### config.mk
export PLATFORM = sky130hd
export DESIGN_NAME = conv_win_sched_flat
export DESIGN_NICKNAME = d
export VERILOG_FILES = /design/src/rtl/conv_pkg.sv /design/src/rtl/conv_win_sched_if.sv /design/src/rtl/conv_win_shift.sv /design/src/rtl/conv_win_sched.sv /design/src/flat_wrapper.sv
export SDC_FILE = /design/constraint.sdc
export NUM_CORES = 1
export LEC_CHECK = 0
export BUFFER_PORTS_ARGS = -buffer_cell sky130_fd_sc_hd__buf_2
export CAP_MARGIN = 25
export CORE_MARGIN = 1
export CORE_UTILIZATION = 45
export CTS_BUF_LIST = sky130_fd_sc_hd__clkbuf_2 sky130_fd_sc_hd__clkbuf_4 sky130_fd_sc_hd__clkbuf_8
export DETAILED_ROUTE_END_ITERATION = 10
export MAX_ROUTING_LAYER = met4
export PLACE_DENSITY = 0.74
export SLEW_MARGIN = 10
export SYNTH_ARGS = -nofsm -noshare
export SYNTH_HDL_FRONTEND = slang
export SYNTH_HIERARCHICAL = 1
export SYNTH_SLANG_ARGS = --single-unit
### constraint.sdc
create_clock -name clk -period 4.4 [get_ports clk]
set_input_delay 1.1 -clock clk [delete_from_list [all_inputs] [get_ports clk]]
set_output_delay 1.1 -clock clk [all_outputs]
set_load 0.01 [all_outputs]
### src/rtl/conv_pkg.sv
// Shared definitions for the convolution window scheduler: FSM state
// encodings, bank-index width helper and window element indexing.
package conv_pkg;

  typedef logic [1:0] state_t;

  localparam state_t ST_IDLE    = 2'd0;
  localparam state_t ST_PRIME   = 2'd1;
  localparam state_t ST_STREAM  = 2'd2;
  localparam state_t ST_RELEASE = 2'd3;

  // Bits needed to index one of nm line-buffer banks.
  function automatic int bank_w(input int nm);
    return $clog2(nm);
  endfunction

  // LSB of window element (r, c): r = 0 is the top row, c = 0 the leftmost column.
  function automatic int win_elem_lsb(input int r, input int c, input int kw, input int pb);
    return (r * kw + c) * pb;
  endfunction

endpackage

### src/rtl/conv_win_sched_if.sv
// Window output channel from the scheduler to the downstream MAC.
// Handshake: a window transfers on every rising clk edge where win_valid and
// win_ready are both 1. While win_valid is 1 and win_ready is 0, win_data and
// win_col hold their values. win_valid never depends on win_ready.
// frame_done is a one-cycle pulse outside the handshake.
interface conv_win_sched_if #(
  parameter int XB = 10,
  parameter int PB = 8,
  parameter int KW = 3
);
  logic                  win_valid;
  logic                  win_ready;
  logic [KW*KW*PB-1:0]   win_data;
  logic [XB-1:0]         win_col;
  logic                  frame_done;

  modport master (output win_valid, output win_data, output win_col, output frame_done,
                  input win_ready);
  modport slave  (input win_valid, input win_data, input win_col, input frame_done,
                  output win_ready);
endinterface

### src/rtl/conv_win_shift.sv
// KW x KW column shift register. Incoming bank-ordered pixels are reordered
// so that row 0 is always the pass's top bank, then shifted in at the right.
module conv_win_shift
  import conv_pkg::*;
#(
  parameter int PB = 8,
  parameter int NM = 4,
  parameter int KW = 3
) (
  input  logic                          clk,
  input  logic                          rst,
  input  logic                          shift_en,
  input  logic [$clog2(NM)-1:0]         top_bank,
  input  logic [NM-1:0][PB-1:0]         mem_data,
  output logic [KW*KW*PB-1:0]           win_data
);
  localparam int BW = bank_w(NM);

  logic [KW-1:0][PB-1:0]         col_in;
  logic [KW-1:0][KW-1:0][PB-1:0] win_d, win_q;

  // Reorder bank outputs into top-to-bottom window rows.
  always_comb begin
    for (int r = 0; r < KW; r++) begin
      col_in[r] = mem_data[top_bank + BW'(r)];
    end
  end

  // Shift all columns left by one and load the new column at the right edge.
  always_comb begin
    win_d = win_q;
    if (shift_en) begin
      for (int r = 0; r < KW; r++) begin
        for (int c = 0; c < KW - 1; c++) begin
          win_d[r][c] = win_q[r][c+1];
        end
        win_d[r][KW-1] = col_in[r];
      end
    end
  end

  // Window register.
  always_ff @(posedge clk or posedge rst) begin
    if (rst) win_q <= '0;
    else     win_q <= win_d;
  end

  // Flatten into the output element layout.
  always_comb begin
    win_data = '0;
    for (int r = 0; r < KW; r++) begin
      for (int c = 0; c < KW; c++) begin
        win_data[win_elem_lsb(r, c, KW, PB) +: PB] = win_q[r][c];
      end
    end
  end

endmodule

### src/rtl/conv_win_sched.sv
// Read-side scheduler for the NM-bank line buffer: waits for KW consecutive
// full banks, sweeps a common column across them to build KW x KW windows,
// then returns consumed banks (one per row, all KW at frame end).
module conv_win_sched
  import conv_pkg::*;
#(
  parameter int XB = 10,
  parameter int YB = 10,
  parameter int PB = 8,
  parameter int NM = 4,
  parameter int KW = 3
) (
  input  logic                          clk,
  input  logic                          rst,
  input  logic [XB-1:0]                 cfg_width,
  input  logic [YB-1:0]                 cfg_height,
  input  logic [NM-1:0]                 mb_full,
  input  logic [NM-1:0][PB-1:0]         mem_data,
  output logic [NM-1:0][XB-1:0]         mb_rd_addr,
  output logic [NM-1:0]                 mem_used,
  conv_win_sched_if.master              win,
  output state_t                        dbg_state,
  output logic [NM-1:0]                 dbg_ready,
  output logic [$clog2(NM)-1:0]         dbg_top_bank,
  output logic [YB-1:0]                 dbg_row_pass
);
  localparam int BW = bank_w(NM);

  state_t          state_d, state_q;
  logic [NM-1:0]   ready_d, ready_q;
  logic [BW-1:0]   top_d, top_q;
  logic [YB-1:0]   row_d, row_q;
  logic [XB-1:0]   col_ptr_d, col_ptr_q;
  logic [XB-1:0]   ld_d, ld_q;
  logic [XB-1:0]   cfg_w_d, cfg_w_q;
  logic [YB-1:0]   cfg_h_d, cfg_h_q;
  logic [XB-1:0]   win_col_d, win_col_q;

  logic [NM-1:0]   pass_mask;
  logic [NM-1:0]   rel_mask;
  logic [XB-1:0]   rd_col;
  logic            shift_en;
  logic            frame_done;
  logic            last_win;
  logic            last_row;
  logic [KW*KW*PB-1:0] win_data_w;

  // Banks belonging to the current pass, in ring order from top_bank.
  always_comb begin
    pass_mask = '0;
    for (int r = 0; r < KW; r++) begin
      pass_mask[top_q + BW'(r)] = 1'b1;
    end
  end

  assign last_win = (win_col_q == cfg_w_q - XB'(KW));
  assign last_row = (row_q == cfg_h_q - YB'(KW));

  // Pass sequencing; in STREAM the read address looks one column ahead on
  // acceptance so the next column's data lands in time for back-to-back windows.
  always_comb begin
    state_d   = state_q;
    top_d     = top_q;
    row_d     = row_q;
    col_ptr_d = col_ptr_q;
    ld_d      = ld_q;
    cfg_w_d   = cfg_w_q;
    cfg_h_d   = cfg_h_q;
    win_col_d = win_col_q;
    rd_col    = '0;
    shift_en  = 1'b0;
    rel_mask  = '0;
    frame_done = 1'b0;
    case (state_q)
      ST_IDLE: begin
        if ((ready_q & pass_mask) == pass_mask) begin
          state_d   = ST_PRIME;
          ld_d      = '0;
          cfg_w_d   = cfg_width;
          cfg_h_d   = cfg_height;
          win_col_d = '0;
        end
      end
      ST_PRIME: begin
        // ld_q doubles as the read column; data for column ld_q-1 is on mem_data.
        rd_col   = ld_q;
        shift_en = (ld_q != '0);
        ld_d     = ld_q + XB'(1);
        if (ld_q == XB'(KW)) begin
          state_d   = ST_STREAM;
          col_ptr_d = XB'(KW);
        end
      end
      ST_STREAM: begin
        rd_col = col_ptr_q;
        if (win.win_ready) begin
          if (last_win) begin
            state_d = ST_RELEASE;
          end else begin
            shift_en  = 1'b1;
            rd_col    = col_ptr_q + XB'(1);
            col_ptr_d = col_ptr_q + XB'(1);
            win_col_d = win_col_q + XB'(1);
          end
        end
      end
      default: begin
        state_d = ST_IDLE;
        if (last_row) begin
          rel_mask   = pass_mask;
          top_d      = top_q + BW'(KW);
          row_d      = '0;
          frame_done = 1'b1;
        end else begin
          rel_mask[top_q] = 1'b1;
          top_d           = top_q + BW'(1);
          row_d           = row_q + YB'(1);
        end
      end
    endcase
  end

  // Ready flags: set by the memory unit, cleared only by our own release.
  assign ready_d = (ready_q | mb_full) & ~rel_mask;

  // State registers.
  always_ff @(posedge clk or posedge rst) begin
    if (rst) begin
      state_q   <= ST_IDLE;
      ready_q   <= '0;
      top_q     <= '0;
      row_q     <= '0;
      col_ptr_q <= '0;
      ld_q      <= '0;
      cfg_w_q   <= '0;
      cfg_h_q   <= '0;
      win_col_q <= '0;
    end else begin
      state_q   <= state_d;
      ready_q   <= ready_d;
      top_q     <= top_d;
      row_q     <= row_d;
      col_ptr_q <= col_ptr_d;
      ld_q      <= ld_d;
      cfg_w_q   <= cfg_w_d;
      cfg_h_q   <= cfg_h_d;
      win_col_q <= win_col_d;
    end
  end

  // Pass banks share the read column; other banks are parked at 0.
  always_comb begin
    for (int i = 0; i < NM; i++) begin
      mb_rd_addr[i] = pass_mask[i] ? rd_col : '0;
    end
  end

  conv_win_shift #(.PB(PB), .NM(NM), .KW(KW)) u_shift (
    .clk      (clk),
    .rst      (rst),
    .shift_en (shift_en),
    .top_bank (top_q),
    .mem_data (mem_data),
    .win_data (win_data_w)
  );

  assign mem_used       = rel_mask;
  assign win.win_valid  = (state_q == ST_STREAM);
  assign win.win_data   = win_data_w;
  assign win.win_col    = win_col_q;
  assign win.frame_done = frame_done;

  assign dbg_state    = state_q;
  assign dbg_ready    = ready_q;
  assign dbg_top_bank = top_q;
  assign dbg_row_pass = row_q;

endmodule

### src/flat_wrapper.sv
// flat-port wrapper written by rule: the top's interface ports become plain ports
module conv_win_sched_flat import conv_pkg::*;
#(
  parameter int XB = 10,
  parameter int YB = 10,
  parameter int PB = 8,
  parameter int NM = 4,
  parameter int KW = 3
)
  (clk, rst, cfg_width, cfg_height, mb_full, mem_data, mb_rd_addr, mem_used, dbg_state, dbg_ready, dbg_top_bank, dbg_row_pass, win_win_valid, win_win_data, win_win_col, win_frame_done, win_win_ready);
  conv_win_sched_if #(.XB(XB), .PB(PB), .KW(KW)) win_i ();
  input  logic clk;
  input  logic rst;
  input  logic [XB-1:0] cfg_width;
  input  logic [YB-1:0] cfg_height;
  input  logic [NM-1:0] mb_full;
  input  logic [NM-1:0][PB-1:0] mem_data;
  output logic [NM-1:0][XB-1:0] mb_rd_addr;
  output logic [NM-1:0] mem_used;
  output state_t dbg_state;
  output logic [NM-1:0] dbg_ready;
  output logic [$clog2(NM)-1:0] dbg_top_bank;
  output logic [YB-1:0] dbg_row_pass;
  output wire logic [$bits(win_i.win_valid)-1:0] win_win_valid;
  output wire logic [$bits(win_i.win_data)-1:0] win_win_data;
  output wire logic [$bits(win_i.win_col)-1:0] win_win_col;
  output wire logic [$bits(win_i.frame_done)-1:0] win_frame_done;
  input wire logic [$bits(win_i.win_ready)-1:0] win_win_ready;
  assign win_win_valid = win_i.win_valid;
  assign win_win_data = win_i.win_data;
  assign win_win_col = win_i.win_col;
  assign win_frame_done = win_i.frame_done;
  assign win_i.win_ready = win_win_ready;
  conv_win_sched #(.XB(XB), .YB(YB), .PB(PB), .NM(NM), .KW(KW)) u_core (.clk(clk), .rst(rst), .cfg_width(cfg_width), .cfg_height(cfg_height), .mb_full(mb_full), .mem_data(mem_data), .mb_rd_addr(mb_rd_addr), .mem_used(mem_used), .win(win_i), .dbg_state(dbg_state), .dbg_ready(dbg_ready), .dbg_top_bank(dbg_top_bank), .dbg_row_pass(dbg_row_pass));
endmodule
-- Word level (Yosys, flattened, before mapping)
Cells that the tools add are included.
- mux-type cells: 40
- $add $sub $neg: 9
- div/mod/pow operators: 0
- reductions and logical operators: 14
- $lt $le $gt $ge: 6
- multiply operators: 0
- bitwise logic cells: 6
- shift operators: 0
- equal/unequal tests: 11
- operators by type and width (operator ; number):
    two-way mux 10 bit ; 11
    case mux 10 bit (2 select lines) ; 4
    binary-select mux 8 bit (select 2 bit) ; 3
    adder 10 x 1 -> 10 bit (second input constant) ; 4
    two-way mux 8 bit ; 3
    == test 10 bit ; 2
    subtractor 10 x 2 -> 10 bit (second input constant) ; 2
    bitwise OR 4 bit ; 3
    == test 10 x 2 -> 1 bit (second input constant) ; 1
    two-way mux 2 bit ; 5
    nonzero test 10 bit ; 1
    less-than comparator 2 x 3 -> 1 bit (second input constant) ; 3
    AND 4 bit ; 2
    two-way mux 4 bit ; 2
    inequality test 2 x 1 -> 1 bit (second input constant) ; 4
    AND reduction 4 bit ; 2
    two-way mux 1 bit ; 7
    demux 1 bit (select 2 bit) ; 3
    >= comparator 2 x 1 -> 1 bit (second input constant) ; 3
    case mux 2 bit (3 select lines) ; 1
    AND reduction 2 bit ; 3
    nonzero test 2 bit ; 3
    adder 2 bit (second input constant) ; 2
    == test 4 bit ; 1
    other kinds (9) ; 11
- bits in read-only memories: 0
- register bits after elaboration: 140
- latch bits: 0
- logic and storage cells: 104
- bits in writable memories: 0
- input bits: 59
- memories: 0

-- Depth between registers and ports, before layout
- depth after elaboration: 11
- depth in mapped cells: 15

-- Modules after synthesis
Netlist, hierarchy kept.
- by module, submodules not included (module ; times used ; sequential area each (µm²) ; area an instance (µm²) ; cells an instance):
    conv_win_sched ; 1 ; 1701.6 ; 4969.8 ; 603
    conv_win_shift ; 1 ; 1801.7 ; 3146.8 ; 202

-- Worst setup path before layout
No wires, ideal clock.
- path type: register to output
- start: register u_core.cfg_w_q[0]
- end: output port mb_rd_addr[11] (netlist name)
- data required time: 3.300 ns
- arrival time: 2.775 ns
- stages on the path, launching flop included: 10
- path slack: 0.525 ns
- cell sequence: dfrtp_1 > ha_1 > or3_4 > nor3_2 > xnor2_1 > or4b_4 > buf_6 > o21ai_0 > mux2_2 > nor2_1
- RTL lines (element ; RTL line ; RTL):
    start: declaration ; conv_win_sched.sv:35 ; logic [XB-1:0] cfg_w_d, cfg_w_q;
    start signal: assignment ; conv_win_sched.sv:145 ; cfg_w_q <= cfg_w_d;
    end: declaration ; flat_wrapper.sv:18 ; output logic [NM-1:0][XB-1:0] mb_rd_addr;

==> out/qor.yml <==
setup_path:
  r2r_cells: 11
  crit_start: "u_core/cfg_w_q[1]"
  reg2reg_to: "u_core/u_shift/win_data[68]"
  r2r-start: "u_core/cfg_w_q[1]"
  critical_path_class: "reg2out"
  required_ns: 3.30
  worstPathMaxFanout: 8
  ff2ff_setup_slack_ns: 0.98
  startpoint_type: "register"
  arrival_ns: 3.30
  endpoint: "mb_rd_addr[19]"
  end_kind: "output pin"
sta:
  rsz0062_at_grt: "yes"
  fmax_mhz: 227
  finalSetupViolations: 2
  period_minus_slack_ns: 4.40
  fin_worst_skew_ns: 0.0124
  hold_viol: 0
  finalCritPeriodShare: 1.00
  tns_ns: -0.00461
  timing.slew.headroom: 0.414
  drv_slew: 0
  tightest_slew_ns: 0.874
  fin_ws_ns: -0.00381
place:
  dp_hpwl_mm: 16.1
  placed_area_mm2: 0.00928
  dp.cells: 1200
  port_buffers: 204
  gp_congestion: 0.895
floorplanning:
  die_height_um: 136
  placement_rows: 48
  initial_core_util: 0.464
  die_w_um: 136
  coreArea_mm2: 0.0175
  ioPinCount: 205
  dieArea_mm2: 0.0186
synthesis:
  synth_fp_nets: 881
  synth_cell_types: 73
  yosysSeqAreaShare: 0.432
  synth-async-reset-ratio: 1.00
  synth_area_per_cell_um2: 10.1
  synth_top_area_frac: 0.432
  synth_seq_cells: 140
  yosys.area.top_type: "dfrtp_1"
  synthTopCellsByArea: "dfrtp_1 43%, mux2_2 8.2%, nand2_1 5.0%"
  synth_edf_count: 0
  syn_area_mm2: 0.00812
  yosys_warnings: 6
  synthCells: 805
  synth_ff_type: "dfrtp_1"
final_layout:
  final_cell_mix: "205 x buf_2, 133 x dfrtp_1, 108 x nand2_1, 57 x mux2_2, 42 x nor2_1"
  finalNetCount: 1092
  final_common_cell: "buf_2"
  post-route-util: 0.578
  final_cell_count_no_fill: 1253
  antenna_cells: 0
  drive_above_1_share: 0.376
  area_delta_synth_final_pct: 24.5
  fillers: 1450
  post-route-cell-area_mm2: 0.0101
global_routing:
  grt_max_degree: 47
  antenna_found_initial: 0
  first_global_vias: 6777
  grt_usage: 0.249
  gr-total-overflow: 0
  grt_pass1_wl_mm: 34.7
power:
  leakage_uw: 0.00456
  switching_share: 0.313
  cellPowerDensity_mw_per_mm2: 350
  ir_drop_mv: 0.200
  power.share.clock: 0.327
  switchingPower_uw: 1110
  p_seq_frac: 0.449
  pwr-share-comb: 0.224
  p_int_uw: 2430
clock_network:
  cts_tree: "built"
  htreeDepth: 4
  postCtsHoldBufs: 0
  cts_sinks: 140
  ctsLongestPathBuffers: 2
  cts.clk_slew.worst_paths_ns: 0.08
  insertion_delay_ns: 0.45
  root_buffer: "clkbuf_8"
  numCtsBuffers: 17
detailed_routing:
  wire_per_inst_um: 18.0
  drt_iter0_drc: 556
  drt_wl_total_mm: 22.5
  vias_per_cell: 5.77
  drcViolationCount: 0
  ant_nets: 0
  dr.pass1.iters: 5
  via_count: 7232
flow_run:
  drv_cap: 0
outcome:
  failed_checks: "setup timing"
  outcome: "finished, violations left"
worst_hold_path:
  hp-class: "reg2reg"
-- sequential cells by signal, indices dropped and copies added, names as in the netlist --
name	flops
u_core/u_shift/win_data	72
u_core/dbg_state	2
u_core/cfg_w_q	10
u_core/dbg_ready	4
u_core/cfg_h_q	10
u_core/dbg_row_pass	10
u_core/win.win_col	10
u_core/ld_q	10
u_core/col_ptr_q	10
u_core/dbg_top_bank	2
-- stage by stage --
stage               total power, uW  hold slack [ns]  setup WS (ns)
finish                         3530            0.504       -0.00381
global route                   3720            0.517         -0.123
global placement               2340            0.484          0.352
floorplan                      2030            0.467          0.525
detailed placement             2360            0.490          0.276
CTS                            3540            0.509        -0.0387
-- critical path, stage by stage (launching register included) --
cell and delay, ns:
dfrtp_1 0.44, a2111o_1 0.49, nor4bb_2 0.33, nor3b_2 0.11
or4b_4 0.61, or3_1 0.37, o41a_1 0.18, a21oi_1 0.17
buf_2 0.16
-- metal layers --
layer  vias to the layer above  part of all wire  global-route usage
met5                         -                 0                   -
met4                         0             0.020              0.0914
met3                        34             0.064              0.0459
met2                       297              0.49               0.420
met1                      3525              0.42               0.295
li1                       3376                 -                   -
-- layout make-up --
cell class                 count  area, um^2  share of cell area
clock buffer                  18         248              0.0245
clock inverter                13         191              0.0189
inverter                      19        71.3             0.00706
multi-input combinational    600        4500               0.445
sequential                   140        3510               0.347
tap                          225         282              0.0279
timing repair buffer         238        1310               0.129
-- power groups by stage --
stage	Combinational, uW	Sequential (uW)	Clock, uW
global placement	742	1590	0
detailed placement	758	1600	0
finish	793	1590	1160
CTS	775	1580	1190
floorplan	425	1600	0
global route	868	1610	1240
-- synth_stat cells, types with 12 or more instances --
| library cell | instances |
|---|---|
| mux2_2 | 59 |
| or3_1 | 21 |
| xor2_1 | 12 |
| clkbuf_1 | 27 |
| inv_1 | 19 |
| o21ai_0 | 25 |
| mux2i_1 | 21 |
| o221ai_1 | 16 |
| a21oi_1 | 31 |
| xnor2_1 | 28 |
| ha_1 | 17 |
| dfrtp_1 | 140 |
| a31oi_1 | 16 |
| nand2_1 | 108 |
| or4_1 | 14 |
| nand2b_1 | 27 |
| nor2_1 | 42 |
| nand3_1 | 39 |
-- cell families (layout without fill, tap and decap cells) --
group,count (synthesis),after routing,share of synthesized area
xor gates and xnor gates,40,40,0.0432
buffers and inverters,66,288,0.0392
and+or+nand+nor,306,306,0.192
muxes,91,91,0.137
DFF,140,140,0.432
AOI/OAI and AO/OA,145,146,0.130
adders and majority gates,17,17,0.0262
-- how the worst min path moves through the flow --
stage / slack, ns / startpoint / endpoint / cells past startpoint
CTS: 0.51 / u_core/u_shift/win_data[48] / u_core/u_shift/win_data[48] / 1
finish: 0.50 / u_core/u_shift/win_data[48] / u_core/u_shift/win_data[48] / 1
floorplan: 0.47 / u_core/cfg_w_q[9] / u_core/cfg_w_q[9] / 2
global route: 0.52 / u_core/u_shift/win_data[48] / u_core/u_shift/win_data[48] / 1
detailed placement: 0.49 / u_core/u_shift/win_data[49] / u_core/u_shift/win_data[49] / 1
global placement: 0.48 / u_core/u_shift/win_data[51] / u_core/u_shift/win_data[51] / 1
-- repair_timing --
| action | CTS | global route |
|---|---|---|
| setup endpoints to repair | 40 | 38 |
| cloned | 2 | 1 |
| pin swaps | 19 | 14 |
| resized for setup | 19 | 23 |
| buffers inserted | 10 | 9 |
(Power assumes the default switching activity.)
